$ cat src/rtl/pq_sort_reg.sv
// Register-based sorted priority queue: slot 0 always holds the minimum key,
// ties leave in arrival order. Enqueue, dequeue, or both in one cycle.
module pq_sort_reg #(
  parameter int KW    = 4,
  parameter int DW    = 8,
  parameter int DEPTH = 8
) (
  input  logic                       clk,
  input  logic                       rst,
  input  logic                       enq,
  input  logic [KW-1:0]              key_in,
  input  logic [DW-1:0]              data_in,
  input  logic                       deq,
  output logic [KW-1:0]              key_out,
  output logic [DW-1:0]              data_out,
  output logic                       empty,
  output logic                       full,
  output logic [$clog2(DEPTH+1)-1:0] count,
  output logic                       ovf,
  output logic                       udf
);

  localparam int CW = $clog2(DEPTH+1);

  logic [DEPTH-1:0][KW-1:0] key_q, key_n, key_dn, key_up;
  logic [DEPTH-1:0][DW-1:0] data_q, data_n, data_dn, data_up;
  logic [DEPTH-1:0]         vld_q, vld_n;
  logic [CW-1:0]            count_q, count_n;
  logic                     ovf_q, udf_q;
  logic [CW-1:0]            pos, ins_at;
  logic                     mode_ins, mode_del, mode_rep;

  assign empty    = (count_q == '0);
  assign full     = (count_q == CW'(DEPTH));
  assign key_out  = key_q[0];
  assign data_out = data_q[0];
  assign count    = count_q;
  assign ovf      = ovf_q;
  assign udf      = udf_q;

  // Whole-array shifts; invalid slots hold zero so zeros shift in.
  assign key_dn  = {key_q[DEPTH-2:0], {KW{1'b0}}};
  assign data_dn = {data_q[DEPTH-2:0], {DW{1'b0}}};
  assign key_up  = {{KW{1'b0}}, key_q[DEPTH-1:1]};
  assign data_up = {{DW{1'b0}}, data_q[DEPTH-1:1]};

  // Entries with key <= key_in stay ahead of the new one (FIFO among ties).
  always_comb begin
    pos = '0;
    for (int i = 0; i < DEPTH; i++) begin
      if (vld_q[i] && (key_q[i] <= key_in)) pos = pos + 1'b1;
    end
  end

  assign mode_ins = enq && ((!deq && !full) || (deq && empty));
  assign mode_del = deq && !enq && !empty;
  assign mode_rep = enq && deq && !empty;
  assign ins_at   = (mode_rep && (pos != '0)) ? pos - 1'b1 : pos;

  // Replace = drop head and insert: slots before the insert point move up,
  // slots after it end up where they started.
  always_comb begin
    key_n   = key_q;
    data_n  = data_q;
    count_n = count_q;
    vld_n   = '0;
    for (int i = 0; i < DEPTH; i++) begin
      if (mode_ins) begin
        if (CW'(i) == ins_at) begin
          key_n[i]  = key_in;
          data_n[i] = data_in;
        end else if (CW'(i) > ins_at) begin
          key_n[i]  = key_dn[i];
          data_n[i] = data_dn[i];
        end
      end else if (mode_del) begin
        key_n[i]  = key_up[i];
        data_n[i] = data_up[i];
      end else if (mode_rep) begin
        if (CW'(i) < ins_at) begin
          key_n[i]  = key_up[i];
          data_n[i] = data_up[i];
        end else if (CW'(i) == ins_at) begin
          key_n[i]  = key_in;
          data_n[i] = data_in;
        end
      end
    end
    if (mode_ins)      count_n = count_q + 1'b1;
    else if (mode_del) count_n = count_q - 1'b1;
    for (int i = 0; i < DEPTH; i++) vld_n[i] = (CW'(i) < count_n);
  end

  always_ff @(posedge clk or posedge rst) begin
    if (rst) begin
      key_q   <= '0;
      data_q  <= '0;
      vld_q   <= '0;
      count_q <= '0;
      ovf_q   <= 1'b0;
      udf_q   <= 1'b0;
    end else begin
      key_q   <= key_n;
      data_q  <= data_n;
      vld_q   <= vld_n;
      count_q <= count_n;
      ovf_q   <= ovf_q | (enq & ~deq & full);
      udf_q   <= udf_q | (deq & empty);
    end
  end

endmodule

$ cat config.mk
export PLATFORM = sky130hd
export DESIGN_NAME = pq_sort_reg
export DESIGN_NICKNAME = d
export VERILOG_FILES = /design/src/rtl/pq_sort_reg.sv
export SDC_FILE = /design/constraint.sdc
export NUM_CORES = 1
export LEC_CHECK = 0
export CAP_MARGIN = 30
export CORE_UTILIZATION = 25
export CTS_CLUSTER_DIAMETER = 120
export CTS_CLUSTER_SIZE = 12
export DETAILED_ROUTE_END_ITERATION = 6
export HOLD_SLACK_MARGIN = 0.15
export PLACE_DENSITY = 0.36
export RECOVER_POWER = 25
export SLEW_MARGIN = 20
export SYNTH_ARGS = -nofsm -noshare
export SYNTH_HDL_FRONTEND = slang
export SYNTH_SLANG_ARGS = --single-unit
$ cat constraint.sdc
create_clock -name clk -period 15.98 [get_ports clk]
set_input_delay 3.995 -clock clk [delete_from_list [all_inputs] [get_ports clk]]
set_output_delay 3.995 -clock clk [all_outputs]
set_load 0.01 [all_outputs]
==> impl_metrics.py, run 1 <==
metrics = {
    "status": {
        "status": "finished with violations",
        "violations": "design-rule violations, max-capacitance violations, max-slew violations",
    },
    "synthesis": {
        "synth_compound_area_share_pct": 24.3,
        "syn_nets": 963,
        "synth_cells": 905,
        "synth_seq_cells": 109,
        "synth-xor-area-share_pct": 2.99,
        "syn_area_per_cell_um2": 8.68,
        "yosys.area_share.adder_pct": 6.69,
        "ys_types": 76,
        "ys_seq_area_share_pct": 34.7,
        "synth-simple-area-share_pct": 16.5,
        "synth_top_family_by_area": "compound AO/OA/AOI/OAI gates",
        "synth_ff_type": "dfrtp_1",
        "ys_warn_count": 0,
        "synth_edf_count": 0,
        "synth_area_um2": 7860,
        "synth.area.mux_share_pct": 7.72,
        "async_reset_ff_share_pct": 100,
    },
    "global_route": {
        "use_met3_pct": 1.70,
        "grt_use_total_pct": 16.4,
        "grt_busiest_layer": "met1",
        "grtUsageMet1_pct": 25.3,
        "antenna_found_initial": 0,
        "grt_pass1_wl_um": 40100,
        "grt_pass1_vias": 6211,
        "grt.overflow.total": 0,
        "use_met2_pct": 24.1,
        "grt_max_degree": 57,
    },
    "worst_hold_path": {
        "hp-class": "reg2reg",
    },
    "routing": {
        "drt_drc_violations_left": 7,
        "drt_iter0_drc": 497,
        "drtPass1Iterations": 7,
        "ant_nets": 0,
        "drt-total-wl_um": 25400,
        "dr_total_vias": 6569,
        "routedWlPerCell_um": 19.5,
        "routed_via_density": 5.05,
    },
    "critical_path": {
        "cp-start-kind": "input port",
        "required_ps": 16200,
        "crit_cells": 35,
        "critPathLaunch": "key_in[1]",
        "crit_arrival_ps": 12940,
        "cp_max_fo": 15,
        "crit_family": "simple AND/OR/NAND/NOR gates",
        "critPathCapture": "key_dn[20]",
        "ff2ff_path_depth": 33,
        "cpMostUsedCell": "ha_1",
        "critPathSlowestCell": "a21oi_2",
        "rrSetupSlack_ps": 7610,
        "path_class": "in2reg",
        "cp_slowest_stage_delay_ps": 820,
        "setup.worst_path.end_class": "register",
        "r2r_start": "key_out[1]",
        "path_buf_inv": 3,
        "timing.rr.end": "key_dn[20]",
    },
    "placement": {
        "placedInstanceArea_um2": 8520,
        "hpwl_um": 18500,
        "portBuffers": 35,
        "place.gp.congestion": 0.775,
    },
    "final_layout": {
        "final_area_um2": 8870,
        "nFillCells": 3252,
        "multi_input_area_um2": 4600,
        "nNetsFinal": 959,
        "antennaDiodeCount": 0,
        "layout-drive-gt1-share_pct": 10.4,
        "layout_common_cells": "nand2_1, dfrtp_1, nor2_1",
        "final_common_cell": "nand2_1",
        "seq_area_um2": 2730,
        "area_delta_synth_final_pct": 12.8,
        "utilization_pct": 28.8,
    },
    "floorplan": {
        "die_h_um": 179,
        "initial_utilization_pct": 25.6,
        "core-area_um2": 30700,
        "ios": 36,
        "die_area_um2": 32100,
        "die_w_um": 179,
        "std_cell_rows": 64,
    },
    "clock_network": {
        "h-tree-depth": 3,
        "clk_pin_slew_ps": 90,
        "clk_latency_ps": 370,
        "cts_tree": "built",
        "cts-buffers-inserted": 9,
        "clockBufferDepth": 2,
        "cts.sinks": 109,
        "clockRootBuffer": "clkbuf_16",
        "cts_resized": 0,
        "post_cts_buffers": 0,
        "holdBufCountCts": 0,
    },
    "timing": {
        "whs_ps": 455,
        "tns_ps": 0,
        "skew_ps": 13.3,
        "hold_viol": 0,
        "fin_crit_sh_pct": 79.6,
        "rsz0062_at_grt": "no",
        "min_period_ps": 12720,
        "setup_viol": 0,
        "fmax_ghz": 0.0786,
        "maxSlewViolCount": 55,
        "relSlewSlack_pct": -82.7,
        "worst_pin_slew_ps": 2730,
    },
    "flow_run": {
        "max-cap-violations": 1,
    },
}
## synth_stat cells (3+ instances only)
| library cell | instances | area (um^2) |
|---|---|---|
| xnor2_1 | 10 | 87.6 |
| o21a_1 | 5 | 37.5 |
| nor3_1 | 10 | 50.1 |
| mux2i_1 | 31 | 310 |
| nand2_1 | 134 | 503 |
| nor2b_1 | 14 | 87.6 |
| ha_1 | 42 | 526 |
| o21ai_1 | 16 | 80.1 |
| nor2_1 | 68 | 255 |
| xor2_1 | 3 | 26.3 |
| a32oi_1 | 3 | 26.3 |
| a31oi_1 | 16 | 100 |
| a21o_1 | 7 | 52.6 |
| a21oi_1 | 30 | 150 |
| a22oi_1 | 25 | 188 |
| o211ai_1 | 7 | 52.6 |
| o31ai_1 | 26 | 195 |
| and2_1 | 8 | 50.1 |
| o221ai_1 | 26 | 228 |
| clkbuf_1 | 33 | 124 |
| inv_1 | 46 | 173 |
| buf_4 | 17 | 128 |
| buf_2 | 21 | 105 |
| a222oi_1 | 12 | 120 |
| dfrtp_1 | 109 | 2730 |
| o21ai_2 | 4 | 35.0 |
| o21ai_0 | 37 | 185 |
| nand3_1 | 13 | 65.1 |
| o22ai_1 | 26 | 163 |
| nand4_1 | 5 | 31.3 |
| nand2b_1 | 14 | 87.6 |
| mux2_2 | 25 | 282 |
| or3_1 | 3 | 18.8 |
| and3_1 | 3 | 18.8 |
## flip-flops by register name, indices dropped and copies added (netlist names)
register and count:
count 4, data_dn 48, data_out 8, data_q 8, key_dn 24, key_out 4
key_q 4, ovf 1, udf 1, vld_q 7
## layer usage
layer	routed length (um)	part of all wire [%]
met3	739	2.9
met5	0	0
met2	11000	43
met1	13500	53
met4	262	1.0
## logic make-up after synthesis
family / count (synthesis)
AO/OA/AOI/OAI: 269
XOR/XNOR: 18
adder cells (fa/ha/maj): 42
buffers and inverters: 121
flip-flops: 109
multiplexers: 57
AND/OR/NAND/NOR: 289
## worst min path at each step
stage	cells after the start	endpoint	startpoint	slack [ps]
final	1	ovf	ovf	450
after floorplan	2	data_q[56]	data_q[56]	450
after global placement	1	udf	udf	440
after detailed placement	1	ovf	ovf	440
after CTS	1	ovf	ovf	460
after global routing	1	ovf	ovf	480
## cell type report
cell class | instances | share of cell area [%]
Sequential cell | 109 | 30.8
Tap cell | 396 | 5.59
Clock buffer | 11 | 2.85
Multi-Input combinational cell | 675 | 51.8
Inverter | 47 | 2.00
Clock inverter | 5 | 0.790
Timing Repair Buffer | 59 | 6.15
## through the flow
step	setup WS, ps	cells
final	3260	1302
after global routing	2560	1302
after CTS	3260	1300
after detailed placement	2900	1284
after global placement	2810	1281
after floorplan	4940	905
Power of run 1 is not shown: default switching activity piles up to over one toggle a cycle in this logic, so the estimate is an artifact.
==> inputs of run 2 (changes only) <==
--- a/config.mk
+++ b/config.mk
@@ -11,7 +11,7 @@
 export CTS_CLUSTER_SIZE = 12
 export DETAILED_ROUTE_END_ITERATION = 6
 export HOLD_SLACK_MARGIN = 0.15
-export PLACE_DENSITY = 0.36
+export PLACE_DENSITY = 0.37
 export RECOVER_POWER = 25
 export SLEW_MARGIN = 20
 export SYNTH_ARGS = -nofsm -noshare
==> constraint.sdc (replaced) <==
create_clock -name clk -period 11.39 [get_ports clk]
set_input_delay 2.8475 -clock clk [delete_from_list [all_inputs] [get_ports clk]]
set_output_delay 2.8475 -clock clk [all_outputs]
set_load 0.01 [all_outputs]
==> impl_metrics.py, run 2 (synthesis results as in run 1) <==
metrics = {
    "timing": {
        "min_period_ps": 10390,
        "worst_pin_slew_ps": 2490,
        "rsz0062_at_grt": "no",
        "fmax_ghz": 0.0963,
        "hold_viol": 0,
        "setup_viol": 0,
        "maxSlewViolCount": 54,
        "fin_crit_sh_pct": 91.2,
        "skew_ps": 10.8,
        "relSlewSlack_pct": -67.1,
        "tns_ps": 0,
    },
    "clock_network": {
        "cts.sinks": 109,
        "clk_pin_slew_ps": 80,
        "clockBufferDepth": 2,
        "cts_resized": 0,
        "cts_tree": "built",
        "post_cts_buffers": 0,
        "holdBufCountCts": 0,
        "cts-buffers-inserted": 9,
        "clockRootBuffer": "clkbuf_16",
        "clk_latency_ps": 370,
        "h-tree-depth": 3,
    },
    "critical_path": {
        "rrSetupSlack_ps": 3720,
        "cp_slowest_stage_delay_ps": 540,
        "path_class": "in2reg",
        "path_buf_inv": 5,
        "crit_family": "compound AO/OA/AOI/OAI gates",
        "setup.worst_path.end_class": "register",
        "required_ps": 11630,
        "critPathSlowestCell": "a2111oi_2",
        "cp-start-kind": "input port",
        "cp_max_fo": 12,
        "crit_arrival_ps": 10630,
        "cpMostUsedCell": "ha_1",
    },
    "floorplan": {
        "die_h_um": 179,
        "ios": 36,
        "core-area_um2": 30700,
        "initial_utilization_pct": 25.6,
        "std_cell_rows": 64,
        "die_area_um2": 32100,
        "die_w_um": 179,
    },
    "final_layout": {
        "largest_reg_flops": 48,
        "layout-drive-gt1-share_pct": 11.6,
        "antennaDiodeCount": 0,
        "nNetsFinal": 973,
        "layout_common_cells": "nand2_1, dfrtp_1, nor2_1",
        "nFillCells": 3234,
        "final_common_cell": "nand2_1",
        "area_delta_synth_final_pct": 14.1,
    },
    "worst_hold_path": {
        "hp-class": "reg2reg",
    },
    "global_route": {
        "use_met3_pct": 2.12,
        "use_met2_pct": 23.9,
        "grtUsageMet1_pct": 25.3,
        "grt.overflow.total": 0,
        "grt_pass1_vias": 6500,
        "grt_busiest_layer": "met1",
        "grt_max_degree": 58,
        "grt_use_total_pct": 16.5,
        "antenna_found_initial": 0,
        "grt_pass1_wl_um": 40200,
    },
    "status": {
        "status": "finished with violations",
        "violations": "design-rule violations, max-capacitance violations, max-slew violations",
    },
    "placement": {
        "place.gp.congestion": 0.812,
        "hpwl_um": 18900,
        "portBuffers": 35,
    },
    "routing": {
        "drt_iter0_drc": 637,
        "dr_total_vias": 6703,
        "drt-total-wl_um": 25300,
        "routed_via_density": 5.09,
        "drtPass1Iterations": 7,
        "drt_drc_violations_left": 2,
        "ant_nets": 0,
        "routedWlPerCell_um": 19.2,
    },
    "flow_run": {
        "max-cap-violations": 1,
    },
}
==> run 2: cell types whose count changed in the layout (fill, tap and decap cells not counted) <==
cell             change
buf_4               +16
buf_6                -2
clkdlybuf4s50_1      -1
clkinv_8             +1
dlygate4sd3_1        +1
inv_8                -1
nor2_2               -1
nor2_4               +1
o21ai_1              +1
o21ai_2              -1
==> run 2: per-stage QoR <==
| stage | instances | area [um^2] | hold WS (ps) | util, % | worst slack [ps] |
|---|---|---|---|---|---|
| finish | 1316 | 8970 | 452 | 29.2 | 1000 |
| global placement | 1298 | 8620 | 436 | 28.0 | 585 |
| detailed placement | 1299 | 8630 | 444 | 28.1 | 730 |
| global route | 1316 | 8970 | 484 | 29.2 | 346 |
| floorplan | 905 | 7860 | 449 | - | 1500 |
| CTS | 1315 | 8960 | 463 | 29.1 | 1080 |
==> run 2: area by class of cell <==
cell class	count	area, um^2	area share [%]
clock inverter	5	75.1	0.837
inverter	47	178	1.98
timing repair buffer	73	643	7.17
clock buffer	11	253	2.82
multi-input combinational	675	4600	51.3
sequential	109	2730	30.4
tap	396	495	5.52
==> run 2: layer usage <==
metal  wire length (um)  part of all wire (%)  vias to the layer above
met5                  0                     0                        -
met4                255                   1.0                        0
met3                859                   3.4                       14
met2              10700                    42                      136
met1              13400                    53                     3240
li1                   -                     -                     3313
==> run 2: path summary, 6_finish.rpt <==
path / depth (start not counted) / endpoint / startpoint
setup / recovery: 37 / data_dn[22] / key_in[1]
hold / removal: 1 / udf / udf
setup reg to reg: 34 / data_dn[22] / key_out[1]
hold reg to reg: 1 / udf / udf
max in group asynchronous: 3 / vld_q[2] / rst
min in group asynchronous: 2 / data_dn[33] / rst
Power of run 2 is left out for the same reason.
==> inputs of run 3 (changes only) <==
--- a/config.mk
+++ b/config.mk
@@ -12,7 +12,7 @@
 export DETAILED_ROUTE_END_ITERATION = 6
 export HOLD_SLACK_MARGIN = 0.15
 export PLACE_DENSITY = 0.37
-export RECOVER_POWER = 25
+export RECOVER_POWER = 50
 export SLEW_MARGIN = 20
 export SYNTH_ARGS = -nofsm -noshare
 export SYNTH_HDL_FRONTEND = slang
==> impl_metrics.py, run 3 (synthesis results as in run 1) <==
metrics = {
    "status": {
        "violations": "design-rule violations, max-capacitance violations, max-slew violations",
        "status": "finished with violations",
    },
    "timing": {
        "hold_viol": 0,
        "fin_ws_ps": 1030,
        "relSlewSlack_pct": -127,
        "rsz0062_at_grt": "no",
        "fmax_ghz": 0.0966,
        "worst_pin_slew_ps": 3400,
        "skew_ps": 11.9,
        "maxSlewViolCount": 112,
        "setup_viol": 0,
        "fin_crit_sh_pct": 90.9,
        "whs_ps": 452,
        "tns_ps": 0,
        "min_period_ps": 10360,
    },
    "critical_path": {
        "rrSetupSlack_ps": 3760,
        "cp_max_fo": 12,
        "r2r_start": "key_out[1]",
        "critPathLaunch": "key_in[1]",
        "path_class": "in2reg",
        "critPathCapture": "data_dn[22]",
        "ff2ff_path_depth": 34,
        "setup.worst_path.end_class": "register",
        "timing.rr.end": "data_dn[22]",
        "critPathSlowestCell": "a2111oi_2",
        "cpMostUsedCell": "ha_1",
        "cp_slowest_stage_delay_ps": 530,
        "cp-start-kind": "input port",
        "required_ps": 11630,
        "crit_arrival_ps": 10600,
    },
    "global_route": {
        "grt_pass1_vias": 6500,
        "grt_use_total_pct": 16.5,
        "grt.overflow.total": 0,
        "grt_max_degree": 58,
        "antenna_found_initial": 0,
        "grt_pass1_wl_um": 40200,
    },
    "worst_hold_path": {
        "hp-class": "reg2reg",
        "hp-start": "udf",
    },
    "clock_network": {
        "h-tree-depth": 3,
        "clk_pin_slew_ps": 80,
        "clockRootBuffer": "clkbuf_16",
        "clk_latency_ps": 370,
        "cts_resized": 0,
        "clockBufferDepth": 2,
        "cts_tree": "built",
        "cts.sinks": 109,
        "cts-buffers-inserted": 9,
        "post_cts_buffers": 0,
        "holdBufCountCts": 0,
    },
    "floorplan": {
        "die_w_um": 179,
        "std_cell_rows": 64,
        "die_area_um2": 32100,
        "die_h_um": 179,
        "initial_utilization_pct": 25.6,
        "core-area_um2": 30700,
        "ios": 36,
    },
    "routing": {
        "routedWlPerCell_um": 19.2,
        "ant_nets": 0,
        "drtPass1Iterations": 7,
        "drt_iter0_drc": 646,
        "drt_drc_violations_left": 4,
        "dr_total_vias": 6716,
        "drt-total-wl_um": 25300,
        "routed_via_density": 5.10,
    },
    "final_layout": {
        "area_delta_synth_final_pct": 14.1,
        "layout_common_cells": "nand2_1, dfrtp_1, nor2_1",
        "largest_reg_flops": 48,
        "layout-drive-gt1-share_pct": 11.5,
        "final_common_cell": "nand2_1",
        "seq_area_um2": 2730,
        "multi_input_area_um2": 4600,
        "nNetsFinal": 973,
        "antennaDiodeCount": 0,
        "nFillCells": 3234,
    },
    "placement": {
        "portBuffers": 35,
        "place.gp.congestion": 0.812,
        "hpwl_um": 18900,
        "pre_cts_slack_ps": 730,
    },
    "flow_run": {
        "max-cap-violations": 2,
    },
}
==> run 3: cell types whose count changed in the layout (fill, tap and decap cells not counted), sizes merged <==
cell | before | now
clkbuf | 11 | 12
clkdlybuf4s50 | 28 | 16
buf | 38 | 37
dlygate4sd3 | 7 | 19
==> run 3: critical path, delay by kind of cell <==
kind / cells / cell delay, ps
AO/OA/AOI/OAI: 12 / 2280
multiplexers: 2 / 640
adder cells (fa/ha/maj): 7 / 2080
buffers and inverters: 5 / 1030
AND/OR/NAND/NOR: 11 / 1680
==> run 3: cell type report <==
type | count | share of cell area [%]
timing repair buffer | 73 | 7.13
clock buffer | 11 | 2.82
inverter | 47 | 1.98
multi-input combinational | 675 | 51.3
clock inverter | 5 | 0.837
tap | 396 | 5.53
sequential | 109 | 30.4
==> run 3: worst min-delay path by stage <==
stage                             to  cells past startpoint
after floorplan           data_q[56]                      2
after global placement           ovf                      1
after detailed placement         udf                      1
after CTS                        udf                      1
after global routing             ovf                      1
final                            udf                      1
==> run 3: metal layers <==
metal  vias to the layer above  global-route usage [%]  wire length, um
met1                      3243                    25.3            13300
met3                        14                    2.12              926
met4                         0                    4.13              255
li1                       3317                       -                -
met5                         -                       0                0
met2                       142                    23.9            10700
==> run 3: per-stage QoR <==
stage,util [%],std cells,instance area [um^2]
floorplan,-,905,7860
global placement,28.0,1298,8620
detailed placement,28.1,1299,8630
CTS,29.1,1315,8960
global route,29.2,1316,8970
finish,29.2,1316,8970
Power of run 3 is left out for the same reason.
